### src/rtl/cmd_seq_pkg.sv
// Shared types and constants for the command-script sequencer.
// Optional handshake timeout in cmd_script_seq is enabled by CMD_SEQ_TIMEOUT_EN.
package cmd_seq_pkg;

  typedef enum logic [2:0] {
    IDLE,
    ISSUE,
    WAIT_SENT,
    WAIT_RESP,
    CAPTURE,
    CHECK,
    GAP,
    DONE
  } state_t;

  // Copter command bytes understood by CommMaster
  localparam logic [7:0] SET_PTCH  = 8'h02;
  localparam logic [7:0] SET_ROLL  = 8'h03;
  localparam logic [7:0] SET_YAW   = 8'h04;
  localparam logic [7:0] SET_THRST = 8'h05;
  localparam logic [7:0] CALIBRATE = 8'h06;
  localparam logic [7:0] EMER_LAND = 8'h07;
  localparam logic [7:0] MTRS_OFF  = 8'h08;
  localparam logic [7:0] POS_ACK   = 8'hA5;

  // Fixed-width part of a script entry: cmd(8) + resp(8) + chk(1)
  localparam int ENTRY_FIXED_W = 17;

  function automatic logic resp_ok(input logic chk, input logic [7:0] exp_resp,
                                   input logic [7:0] got);
    return !chk || (got == exp_resp);
  endfunction

endpackage

### src/rtl/cmd_seq_ram.sv
// Script storage: one write port, one read port with a registered read.
module cmd_seq_ram
  import cmd_seq_pkg::*;
#(
  parameter int DEPTH = 16,
  parameter int W     = 8 + ENTRY_FIXED_W
) (
  input  logic                     clk,
  input  logic                     we,
  input  logic [$clog2(DEPTH)-1:0] waddr,
  input  logic [W-1:0]             wdata,
  input  logic [$clog2(DEPTH)-1:0] raddr,
  output logic [W-1:0]             rdata
);

  logic [W-1:0] mem_q [DEPTH];
  logic [W-1:0] rdata_q;

  always_ff @(posedge clk) begin
    if (we) mem_q[waddr] <= wdata;
    rdata_q <= mem_q[raddr];
  end

  assign rdata = rdata_q;

endmodule

### src/rtl/cmd_script_seq.sv
// Replays a loaded {cmd, data, expected resp} script into CommMaster and tallies results.
// Define CMD_SEQ_TIMEOUT_EN to add a per-entry handshake timeout.
module cmd_script_seq
  import cmd_seq_pkg::*;
#(
  parameter int DATA_W      = 16,
  parameter int DEPTH       = 16,
  parameter int GAP_CYC     = 1000,
  parameter int TIMEOUT_CYC = 2000000
) (
  input  logic                     clk,
  input  logic                     rst,
  input  logic                     ld_en,
  input  logic                     ld_clr,
  input  logic [7:0]               ld_cmd,
  input  logic [DATA_W-1:0]        ld_data,
  input  logic [7:0]               ld_resp,
  input  logic                     ld_chk,
  output logic                     ld_full,
  input  logic                     start,
  output logic                     busy,
  output logic                     done,
  output logic [7:0]               cmd,
  output logic [DATA_W-1:0]        data,
  output logic                     send_cmd,
  input  logic                     cmd_sent,
  input  logic                     resp_rdy,
  input  logic [7:0]               resp,
  output logic                     clr_resp_rdy,
  output logic [$clog2(DEPTH):0]   pass_cnt,
  output logic [$clog2(DEPTH):0]   fail_cnt,
  output logic [$clog2(DEPTH)-1:0] fail_idx,
  output logic                     timeout_err
);

  localparam int AW = $clog2(DEPTH);
  localparam int CW = AW + 1;
  localparam int GW = (GAP_CYC > 1) ? $clog2(GAP_CYC) : 1;

  typedef struct packed {
    logic [7:0]        cmd;
    logic [DATA_W-1:0] data;
    logic [7:0]        resp;
    logic              chk;
  } entry_t;

  localparam int EW = $bits(entry_t);

  entry_t            wr_entry, rd_entry;
  logic [EW-1:0]     rd_word;
  logic              wr_en;
  logic [AW-1:0]     rd_addr;
  logic              last_entry;
  logic              timed_out, entry_timed_out;

  state_t            state_q, state_d;
  logic [CW-1:0]     count_q, count_d;
  logic [CW-1:0]     pass_q, pass_d, fail_q, fail_d;
  logic [AW-1:0]     wr_ptr_q, wr_ptr_d, rd_ptr_q, rd_ptr_d, fidx_q, fidx_d;
  logic [GW-1:0]     gap_q, gap_d;
  logic [7:0]        cmd_q, cmd_d, resp_lat_q, resp_lat_d;
  logic [DATA_W-1:0] data_q, data_d;
  logic              send_cmd_q, send_cmd_d, clr_q, clr_d, done_q, done_d, busy_q, busy_d;

  assign ld_full    = (count_q == CW'(DEPTH));
  assign wr_en      = ld_en && !ld_clr && (state_q == IDLE) && !ld_full;
  assign wr_entry   = '{cmd: ld_cmd, data: ld_data, resp: ld_resp, chk: ld_chk};
  assign rd_entry   = entry_t'(rd_word);
  assign last_entry = ({1'b0, rd_ptr_q} == (count_q - CW'(1)));

  cmd_seq_ram #(
    .DEPTH (DEPTH),
    .W     (EW)
  ) u_ram (
    .clk   (clk),
    .we    (wr_en),
    .waddr (wr_ptr_q),
    .wdata (wr_entry),
    .raddr (rd_addr),
    .rdata (rd_word)
  );

  always_comb begin
    state_d    = state_q;
    count_d    = count_q;
    wr_ptr_d   = wr_ptr_q;
    rd_ptr_d   = rd_ptr_q;
    gap_d      = gap_q;
    cmd_d      = cmd_q;
    data_d     = data_q;
    resp_lat_d = resp_lat_q;
    pass_d     = pass_q;
    fail_d     = fail_q;
    fidx_d     = fidx_q;
    send_cmd_d = 1'b0;
    clr_d      = 1'b0;
    done_d     = 1'b0;

    if (state_q == IDLE) begin
      if (ld_clr) begin
        count_d  = '0;
        wr_ptr_d = '0;
      end else if (wr_en) begin
        count_d  = count_q + CW'(1);
        wr_ptr_d = wr_ptr_q + AW'(1);
      end
    end

    unique case (state_q)
      IDLE: begin
        if (start) begin
          pass_d   = '0;
          fail_d   = '0;
          fidx_d   = '0;
          rd_ptr_d = '0;
          if (count_q == '0) done_d  = 1'b1;
          else               state_d = ISSUE;
        end
      end
      ISSUE: begin
        cmd_d      = rd_entry.cmd;
        data_d     = rd_entry.data;
        send_cmd_d = 1'b1;
        state_d    = WAIT_SENT;
      end
      WAIT_SENT: begin
        if (timed_out)     state_d = CAPTURE;
        else if (cmd_sent) state_d = resp_rdy ? CAPTURE : WAIT_RESP;
      end
      WAIT_RESP: begin
        if (timed_out || resp_rdy) state_d = CAPTURE;
      end
      CAPTURE: begin
        resp_lat_d = resp;
        clr_d      = 1'b1;
        state_d    = CHECK;
      end
      CHECK: begin
        if (!entry_timed_out && resp_ok(rd_entry.chk, rd_entry.resp, resp_lat_q)) begin
          pass_d = pass_q + CW'(1);
        end else begin
          fail_d = fail_q + CW'(1);
          if (fail_q == '0) fidx_d = rd_ptr_q;
        end
        if (last_entry) begin
          done_d  = 1'b1;
          state_d = DONE;
        end else begin
          rd_ptr_d = rd_ptr_q + AW'(1);
          gap_d    = GW'(GAP_CYC - 1);
          state_d  = GAP;
        end
      end
      GAP: begin
        if (gap_q == '0) state_d = ISSUE;
        else             gap_d   = gap_q - GW'(1);
      end
      DONE:    state_d = IDLE;
      default: state_d = IDLE;
    endcase

    busy_d  = (state_d != IDLE);
    // Reading at the next pointer keeps the entry valid in ISSUE and CHECK.
    rd_addr = rd_ptr_d;
  end

  always_ff @(posedge clk or posedge rst) begin
    if (rst) begin
      state_q    <= IDLE;
      count_q    <= '0;
      wr_ptr_q   <= '0;
      rd_ptr_q   <= '0;
      gap_q      <= '0;
      cmd_q      <= '0;
      data_q     <= '0;
      resp_lat_q <= '0;
      pass_q     <= '0;
      fail_q     <= '0;
      fidx_q     <= '0;
      send_cmd_q <= 1'b0;
      clr_q      <= 1'b0;
      done_q     <= 1'b0;
      busy_q     <= 1'b0;
    end else begin
      state_q    <= state_d;
      count_q    <= count_d;
      wr_ptr_q   <= wr_ptr_d;
      rd_ptr_q   <= rd_ptr_d;
      gap_q      <= gap_d;
      cmd_q      <= cmd_d;
      data_q     <= data_d;
      resp_lat_q <= resp_lat_d;
      pass_q     <= pass_d;
      fail_q     <= fail_d;
      fidx_q     <= fidx_d;
      send_cmd_q <= send_cmd_d;
      clr_q      <= clr_d;
      done_q     <= done_d;
      busy_q     <= busy_d;
    end
  end

`ifdef CMD_SEQ_TIMEOUT_EN
  localparam int TW = $clog2(TIMEOUT_CYC + 1);

  logic [TW-1:0] timer_q, timer_d;
  logic          to_hit_q, to_hit_d, to_err_q, to_err_d;

  assign timed_out = ((state_q == WAIT_SENT) || (state_q == WAIT_RESP)) &&
                     (timer_q == TW'(TIMEOUT_CYC - 1));

  always_comb begin
    timer_d  = timer_q;
    to_hit_d = to_hit_q;
    to_err_d = to_err_q;
    if ((state_q == IDLE) && start) to_err_d = 1'b0;
    if (state_q == ISSUE) begin
      timer_d  = '0;
      to_hit_d = 1'b0;
    end else if (timed_out) begin
      to_hit_d = 1'b1;
      to_err_d = 1'b1;
    end else if ((state_q == WAIT_SENT) || (state_q == WAIT_RESP)) begin
      timer_d = timer_q + TW'(1);
    end
  end

  always_ff @(posedge clk or posedge rst) begin
    if (rst) begin
      timer_q  <= '0;
      to_hit_q <= 1'b0;
      to_err_q <= 1'b0;
    end else begin
      timer_q  <= timer_d;
      to_hit_q <= to_hit_d;
      to_err_q <= to_err_d;
    end
  end

  assign entry_timed_out = to_hit_q;
  assign timeout_err     = to_err_q;
`else
  assign timed_out       = 1'b0;
  assign entry_timed_out = 1'b0;
  assign timeout_err     = 1'b0;
`endif

  assign busy         = busy_q;
  assign done         = done_q;
  assign cmd          = cmd_q;
  assign data         = data_q;
  assign send_cmd     = send_cmd_q;
  assign clr_resp_rdy = clr_q;
  assign pass_cnt     = pass_q;
  assign fail_cnt     = fail_q;
  assign fail_idx     = fidx_q;

endmodule

### config.mk
export PLATFORM = sky130hd
export DESIGN_NAME = cmd_script_seq
export DESIGN_NICKNAME = d
export VERILOG_FILES = /design/src/rtl/cmd_seq_pkg.sv /design/src/rtl/cmd_seq_ram.sv /design/src/rtl/cmd_script_seq.sv
export SDC_FILE = /design/constraint.sdc
export NUM_CORES = 1
export LEC_CHECK = 0
export CAP_MARGIN = 20
export CORE_ASPECT_RATIO = 0.7
export CORE_UTILIZATION = 60
export CTS_CLUSTER_SIZE = 10
export DETAILED_ROUTE_END_ITERATION = 10
export GPL_TIMING_DRIVEN = 0
export HOLD_SLACK_MARGIN = 0.02
export PLACE_DENSITY = 0.85
export RECOVER_POWER = 25
export SYNTH_ARGS = -nofsm -noshare
export SYNTH_HDL_FRONTEND = slang
export SYNTH_SLANG_ARGS = --single-unit
### constraint.sdc
create_clock -name clk -period 6.74 [get_ports clk]
set_input_delay 1.685 -clock clk [delete_from_list [all_inputs] [get_ports clk]]
set_output_delay 1.685 -clock clk [all_outputs]
set_load 0.02 [all_outputs]
; ---- Word-level counts from Yosys, hierarchy flattened
; Memories as Yosys holds them, arrays and structs flattened. A register that Yosys moved wholly into a read port is not among the register bits.
; Index checks and enable logic that the tools add are counted.
[classes]
add_sub_neg = 7
eq_ne = 16
muxes = 35
reduce_logical = 20
[ops]
columns = cell, count
row1 = 4-bit 2-to-1 mux, 7
row2 = 5-bit 2-to-1 mux, 5
row3 = 3-bit one-hot mux with 8 select lines, 1
row4 = 10-bit 2-to-1 mux, 2
row5 = 10-bit one-hot mux with 2 select lines, 1
row6 = 5-bit one-hot mux with 2 select lines, 2
row7 = 3-bit 2-to-1 mux, 6
row8 = 4-bit one-hot mux with 2 select lines, 2
row9 = 5-bit by 1-bit adder with 5-bit output (second input constant), 3
row10 = 3-bit equality test (second input constant), 4
row11 = 2-bit inequality test (second input constant), 6
row12 = 10-bit zero test, 1
row13 = 5-bit zero test, 2
row14 = 10-bit by 1-bit subtractor with 10-bit output (second input constant), 1
row15 = 3-bit AND reduction, 3
row16 = 4-bit by 1-bit adder with 4-bit output (second input constant), 2
row17 = 8-bit equality test, 1
row18 = 1-bit 2-to-1 mux, 8
row19 = 3-bit by 2-bit equality test with 1-bit output (second input constant), 2
row20 = 2-bit nonzero test, 3
row21 = 4-bit by 5-bit equality test with 1-bit output, 1
row22 = 5-bit equality test (second input constant), 1
row23 = 5-bit by 1-bit subtractor with 5-bit output (second input constant), 1
row24 = 4-bit AND reduction, 1
row25 = 8 further kinds, 12
[totals]
ff_bits = 76
ram_bits = 528
in_bits = 48
out_inout_bits = 44
wordCells = 94
memories = 1
[memory_table]
columns = memory, depth, width, rd, rd_ports_with_merged_regs, wr, line_no
row1 = u_ram.mem_q, 16, 33, 1, 1, 1, cmd_seq_ram.sv:16  ; logic [W-1:0] mem_q [DEPTH];

; ---- Longest topological paths before layout
; Gate-level depths: netlist of the first run.
[depth]
depth_word = 6
depth_mapped = 13
ltp_nobuf = 11

; ---- Cells and area by module
; Synthesis of the first run repeated with hierarchy kept, for this count alone.
[hier_totals]
hier_cells = 1192
area_unflattened_um2 = 24363.4
[by_module_without_submodules]
columns = module, instances, cells_each, area_each_um2, seq_area_each_um2
row1 = cmd_seq_ram, 1, 864, 20631.0, 16515.8
row2 = cmd_script_seq, 1, 328, 3732.3, 1901.8

; ---- Least setup slack after synthesis of the first run
; No wires, ideal clock.
[synth_timing]
path_type = in2reg
start = in ld_clr
end = mem u_ram.mem_q[4][0] (netlist bit) (enable)
setup_time_ns = 0.464
arrival_time_ns = 4.797
required_ns = 6.276
slack_ns = 1.479
path_stages = 5
n_path_buf = 2
path_cell_list = and4b_1 -> clkbuf_1 -> clkbuf_1 -> nand2_1 -> nor3_1
[synth_between]
elab_chain_cells = 6
[synth_lines]
columns = item, line_no
row1 = from (decl), cmd_script_seq.sv:14  ; input logic ld_clr,
row2 = 1-bit zero test, cmd_script_seq.sv:66  ; assign wr_en = ld_en && !ld_clr && (state_q == IDLE) && !ld_full;
row3 = 1-bit logical AND (3 in series), cmd_script_seq.sv:66
row4 = 1-bit 2-to-1 mux, cmd_seq_ram.sv:20  ; if (we) mem_q[waddr] <= wdata;
row5 = 1-bit 2-to-1 mux (implied by the code), cmd_seq_ram.sv:20
row6 = to (decl), cmd_seq_ram.sv:16
; Every way passes these cells.

; ---- Final worst setup path of the first run
[layout_timing]
start = in start
end = reg u_ram.rdata_q[17], in the netlist u_ram.rdata[17], read port of u_ram.mem_q
[layout_between]
elab_chain_cells = 2
[layout_lines]
columns = item, line_no
row1 = from (decl), cmd_script_seq.sv:20  ; input logic start,
row2 = 4-bit 2-to-1 mux, cmd_script_seq.sv:111  ; if (start) begin
row3 = 4-bit one-hot mux with 2 select lines, cmd_script_seq.sv:109  ; unique case (state_q)
row4 = to (decl), cmd_seq_ram.sv:17  ; logic [W-1:0] rdata_q;
; Every way passes these cells.
; A chain may end at the register's enable or synchronous reset.

==> flow_metrics.py, run 1 <==
metrics = {
    "sta": {
        "clock.fmax_ghz": 0.211,
        "setup_viol": 0,
        "rsz0062_at_grt": "false",
        "worst_pin_slew_ns": 1.29,
        "relSlewSlack_pct": 13.3,
        "fin_crit_sh_pct": 70.3,
        "fin_hold_ws_ns": 0.450,
        "min_period_ns": 4.74,
        "fin_skew_ns": 0.0299,
        "hold_viol": 0,
        "drv_slew": 0,
    },
    "yosys": {
        "synthesis.area_sq_um": 25200,
        "async_reset_ff_share_pct": 11.9,
        "yosysTopAreaCellShare_pct": 62.9,
        "synthXorXnorAreaFrac_pct": 1.08,
        "yosys_warnings": 0,
        "ys_top_cells_by_area": "edfxtp_1 63%, dfrtp_1 7.5%, mux2i_1 5.3%",
        "ys_seq_elements": 637,
        "syn_inst": 1595,
        "yosys.area_share.simple_pct": 6.30,
        "syn_area_per_cell_sq_um": 15.8,
        "yosysUniqueCellTypes": 60,
        "synth-main-ff-cell": "edfxtp_1",
        "seq_area_frac_synth_pct": 73.0,
        "synth_compound_area_share_pct": 6.91,
        "synthMuxAreaShare_pct": 9.84,
        "synth_nets": 1654,
        "synth_largest_area_cell": "edfxtp_1",
        "synth_adder_area_share_pct": 0.546,
        "synth_top_family_by_area": "multiplexers",
        "synth_edf_count": 528,
    },
    "floorplanning": {
        "fp-row-count": 62,
        "die_height_um": 174,
        "die_area_sq_um": 42900,
        "boundaryPins": 92,
        "start_util_pct": 61.2,
        "core_area_sq_um": 41200,
        "die_x_um": 247,
    },
    "worst_hold_path": {
        "hold_path_class": "flip-flop to flip-flop",
        "worst_hold_path.endpoint": "cmd[7]",
        "whs_path_depth": 1,
        "worstHoldStart": "u_ram.rdata[32]",
    },
    "flow_run": {
        "cap_violations": 0,
    },
    "worst_setup_path": {
        "reg2regPathDepth": 12,
        "r2r_end": "u_ram.rdata[17]",
        "start_kind": "input port",
        "cp.arrival_ns": 5.27,
        "r2r_start": "count_q[0]",
        "cp-end-kind": "flip-flop",
        "criticalPathCategory": "input port to flip-flop",
        "r2r_slack_ns": 2.67,
        "critPathMaxFanout": 10,
        "crit_required_ns": 7.27,
    },
    "clock_network": {
        "cts_buffers": 73,
        "cts_tree": "done",
        "clock_sinks": 637,
        "clkTransAtPathRegs_ns": 0.06,
        "htreeDepth": 3,
        "post-cts-setup-buffers": 0,
        "clock_latency_ns": 0.62,
        "holdBufCountCts": 0,
        "cts-root-buf": "clkbuf_16",
        "cts_resized": 0,
        "cts_buffer_depth": 3,
    },
    "pwr": {
        "cellLeakagePower_nw": 10.4,
        "finalPower_w": 0.0133,
        "vdd.ir_drop.worst_mv": 0.368,
        "power_density_nw_per_um2": 452,
    },
    "grt": {
        "grt_pass1_vias": 15717,
        "grt_usage_pct": 29.8,
        "grt_max_degree": 56,
        "grt_pass1_wl_um": 93800,
        "antenna_found_initial": 2,
        "overflow": 0,
    },
    "route": {
        "routed_wl_um": 62600,
        "vias": 15396,
        "drtIter0Drc": 2096,
        "drc": 40,
        "vias_per_cell": 6.45,
        "detail-route-antenna-nets": 0,
        "wl_per_cell_um": 26.2,
        "first_pass_iters": 9,
    },
    "placement": {
        "io_buffers": 90,
        "gp_congestion": 0.866,
        "placed_cells": 2259,
        "hpwl_um": 38900,
    },
    "cells_and_area": {
        "nNetsFinal": 1850,
        "layout_commonest_cell": "edfxtp_1",
        "area_growth_pct": 16.8,
        "drive_gt1_share_pct": 15.4,
        "layout_common_cells": "528 x edfxtp_1, 156 x nand2_1, 133 x mux2i_1",
        "final_util_pct": 71.5,
        "final_cells": 2388,
        "nFillCells": 2403,
    },
    "status": {
        "violations": "design-rule violations",
        "status": "finished, violations left",
    },
}
## worst max-delay path by stage
stage / start / endpoint / depth (start not counted)
floorplan: ld_clr / u_ram.mem_q[4][0] / 5
global placement: ld_clr / u_ram.mem_q[5][16] / 6
detailed placement: start / u_ram.rdata[20] / 10
CTS: start / u_ram.rdata[17] / 10
global route: start / u_ram.rdata[17] / 10
finish: start / u_ram.rdata[17] / 10
## synth_stat cells (all sizes together), types with 7 or more instances
cell type and n:
a211oi 60, a21oi 10, a221o 34, a31oi 61, and2 73, and3 7
buf 52, clkbuf 42, dfrtp 76, dfxtp 33, edfxtp 528, ha 11
inv 23, mux2 102, mux2i 133, nand2 156, nand4 9, nor2 32
nor3 12, o21ai 14, o22ai 34, xor2 26
## per-stage QoR
step | setup slack, ns | instance area, sq um | TNS, ns
5_1_grt | 1.83 | 29500 | 0
3_5_place_dp | 1.53 | 27300 | 0
6_report | 2.00 | 29500 | 0
4_1_cts | 2.17 | 29500 | 0
3_3_place_gp | -1.57 | 26800 | -205.96
2_1_floorplan | 1.48 | 25200 | 0
## power by group
group          switching, W  internal [W]
sequential         0.000180       0.00460
clock               0.00150       0.00205
combinational       0.00302       0.00197
## layer usage
| layer | wire length (um) | GRT usage, % | vias up |
|---|---|---|---|
| met5 | 0 | 0 | - |
| met4 | 2550 | 12.6 | 0 |
| met3 | 7590 | 6.87 | 209 |
| met2 | 28800 | 45.7 | 1169 |
| met1 | 23700 | 41.5 | 7507 |
| li1 | - | - | 6511 |
## kinds of logic after synthesis
logic type | count (synthesis)
DFF | 637
and+or+nand+nor | 326
AOI/OAI and AO/OA | 237
muxes | 235
buffers and inverters | 117
xor gates and xnor gates | 31
adders and majority gates | 11
other | 1
## flip-flops by register name, summed over array words and instances (netlist names), 5 cells and up
register and count:
u_ram.mem_q 528, u_ram.rdata 33, data 16, gap_q 10
cmd 8, resp_lat_q 8, count_q 5, fail_cnt 5
pass_cnt 5
## layout make-up
| cell class | count | area [sq um] | area share [%] |
|---|---|---|---|
| timing repair buffer | 121 | 1390 | 4.73 |
| clock inverter | 6 | 78.8 | 0.268 |
| buffer | 94 | 485 | 1.65 |
| tap | 544 | 681 | 2.31 |
| clock buffer | 120 | 2020 | 6.87 |
| sequential | 637 | 18400 | 62.5 |
| multi-input combinational | 841 | 6280 | 21.3 |
| antenna | 2 | 5.00 | 0.0170 |
| inverter | 23 | 87.6 | 0.297 |
## worst max-delay path, cell delays in order
cell and delay, ns:
clkdlybuf4s50_1 0.45, nor4b_2 0.66, o21ai_0 0.21, o22ai_2 0.39, buf_6 0.26, buf_2 0.30
clkbuf_1 0.65, nand2_1 0.15, a31oi_1 0.25, a221o_1 0.25
No activity file was read; power rests on OpenSTA's default activity.
==> run 2: changes to the inputs <==
--- a/config.mk
+++ b/config.mk
@@ -7,12 +7,12 @@
 export LEC_CHECK = 0
 export CAP_MARGIN = 20
 export CORE_ASPECT_RATIO = 0.7
-export CORE_UTILIZATION = 60
+export CORE_UTILIZATION = 55
 export CTS_CLUSTER_SIZE = 10
 export DETAILED_ROUTE_END_ITERATION = 10
 export GPL_TIMING_DRIVEN = 0
 export HOLD_SLACK_MARGIN = 0.02
-export PLACE_DENSITY = 0.85
+export PLACE_DENSITY = 0.82
 export RECOVER_POWER = 25
 export SYNTH_ARGS = -nofsm -noshare
 export SYNTH_HDL_FRONTEND = slang
==> constraint.sdc (replaced) <==
create_clock -name clk -period 4.2 [get_ports clk]
set_input_delay 1.05 -clock clk [delete_from_list [all_inputs] [get_ports clk]]
set_output_delay 1.05 -clock clk [all_outputs]
set_load 0.02 [all_outputs]
==> flow_metrics.py, run 2 (synthesis gave the netlist of run 1 again) <==
metrics = {
    "status": {
        "status": "finished, violations left",
        "violations": "max-capacitance violations, max-slew violations",
    },
    "pwr": {
        "sw_frac_of_total_pct": 35.1,
        "intPower_w": 0.0139,
        "p_comb_share_pct": 37.3,
        "clkPwrFrac_pct": 26.9,
        "p_seq_share_pct": 35.8,
        "vdd.ir_drop.worst_mv": 0.767,
        "power_density_nw_per_um2": 724,
        "cellLeakagePower_nw": 10.4,
        "p_sw_w": 0.00752,
    },
    "cells_and_area": {
        "final_cells": 2449,
        "final_util_pct": 65.5,
        "layout_common_cells": "528 x edfxtp_1, 156 x nand2_1, 133 x mux2i_1",
        "layout_commonest_cell": "edfxtp_1",
        "area_growth_pct": 17.2,
        "nNetsFinal": 1850,
        "drive_gt1_share_pct": 15.5,
        "largest_reg_flops": 528,
        "top_register": "u_ram.mem_q",
    },
    "route": {
        "drc": 0,
        "vias_per_cell": 6.13,
        "routed_wl_um": 61000,
        "first_pass_iters": 6,
        "wl_per_cell_um": 24.9,
        "detail-route-antenna-nets": 0,
        "drtIter0Drc": 2102,
        "vias": 15010,
    },
    "grt": {
        "grt_pass1_wl_um": 91400,
        "antenna_found_initial": 3,
        "grt_max_degree": 59,
        "grt_pass1_vias": 15007,
        "overflow": 0,
        "grt_usage_pct": 26.5,
    },
    "sta": {
        "fin_crit_sh_pct": 94.7,
        "relSlewSlack_pct": -7.06,
        "drv_slew": 59,
        "rsz0062_at_grt": "false",
        "clock.fmax_ghz": 0.252,
        "worst_pin_slew_ns": 1.61,
        "setup_viol": 0,
        "fin_skew_ns": 0.0276,
        "hold_viol": 0,
        "min_period_ns": 3.98,
    },
    "floorplanning": {
        "die_area_sq_um": 46700,
        "die_height_um": 181,
        "die_x_um": 258,
        "core_area_sq_um": 45100,
        "fp-row-count": 65,
        "boundaryPins": 92,
        "start_util_pct": 55.9,
    },
    "placement": {
        "io_buffers": 90,
        "gp_congestion": 0.821,
        "placed_cells": 2319,
        "hpwl_um": 38800,
    },
    "clock_network": {
        "clock_latency_ns": 0.61,
        "cts_buffer_depth": 3,
        "clock_sinks": 637,
        "htreeDepth": 3,
        "cts-root-buf": "clkbuf_16",
        "clkTransAtPathRegs_ns": 0.06,
        "cts_tree": "done",
        "cts_buffers": 73,
    },
    "worst_hold_path": {
        "hold_path_class": "flip-flop to flip-flop",
    },
    "flow_run": {
        "cap_violations": 1,
    },
    "worst_setup_path": {
        "critPathMaxFanout": 10,
        "cp.arrival_ns": 4.49,
        "criticalPathCategory": "flip-flop to flip-flop",
        "crit_required_ns": 4.71,
        "cp-end-kind": "flip-flop",
        "start_kind": "flip-flop",
    },
}
==> run 2: cell types whose count changed in the layout (fill, tap and decap cells not counted), sizes merged <==
cell,delta
buf,+2
clkbuf,+2
inv,-2
clkdlybuf4s50,-1
clkinv,+1
diode,-1
dlygate4sd3,+1
==> run 2: per-layer routing <==
layer / GRT usage (%) / up-vias / routed length (um)
met5: 0 / - / 11
met4: 11.6 / 2 / 2330
met3: 5.63 / 181 / 6900
met2: 40.1 / 961 / 27700
met1: 37.3 / 7356 / 24000
li1: - / 6510 / -
==> run 2: path summary, 6_finish.rpt <==
path,startpoint,endpoint,slack [ns],cells after the start
max in group asynchronous,rst,data[14],1.07,3
min in group asynchronous,rst,data[2],1.08,2
max reg2reg,count_q[0],u_ram.rdata[10],0.22,12
min,u_ram.rdata[24],data[15],0.45,1
max,count_q[0],u_ram.rdata[10],0.22,12
min reg2reg,u_ram.rdata[24],data[15],0.45,1
==> run 2: critical path, stage by stage (launching register included) <==
cell	delay [ns]
dfrtp_1	0.45
inv_1	0.09
ha_1	0.24
or3b_4	0.44
a2bb2oi_2	0.21
a41oi_1	0.21
o22ai_2	0.45
buf_6	0.24
buf_2	0.31
clkbuf_1	0.65
nand2_1	0.14
a31oi_1	0.21
a221o_1	0.26
==> run 2: area by class of cell <==
cell class	instances	area, sq um
Sequential cell	637	18400
Fill cell	2979	15600
Multi-Input combinational cell	841	6290
Clock buffer	124	2060
Timing Repair Buffer	121	1360
Tap cell	603	754
Buffer	94	487
Inverter	23	87.6
Clock inverter	5	80.1
Antenna cell	1	2.50
==> run 2: power by group through the flow <==
stage / combinational [W] / sequential [W] / clock (W)
detailed placement: 0.00780 / 0.00778 / 0
CTS: 0.00790 / 0.00766 / 0.00580
global route: 0.00845 / 0.00771 / 0.00604
floorplan: 0.00494 / 0.00792 / 0
finish: 0.00798 / 0.00765 / 0.00576
global placement: 0.00752 / 0.00776 / 0
==> run 2: through the flow <==
stage / total power, W / setup WS [ns] / cell area, sq um / hold WS [ns] / TNS, ns
floorplan: 0.0129 / -0.426 / 25200 / 0.439 / -56.22
global placement: 0.0153 / -3.78 / 26900 / 0.444 / -730.54
detailed placement: 0.0156 / -0.410 / 27400 / 0.448 / -9.43
CTS: 0.0213 / 0.167 / 29600 / 0.457 / 0
global route: 0.0222 / 0.0779 / 29500 / 0.476 / 0
finish: 0.0214 / 0.224 / 29500 / 0.448 / 0
==> run 2: repair_timing <==
| action | CTS | global route |
|---|---|---|
| resized for setup | 0 | 1 |
| setup endpoints to repair | 0 | 16 |
| endpoints found under the hold margin | 0 | 0 |
| hold buffers | 0 | 0 |
| buffers inserted | 0 | 0 |
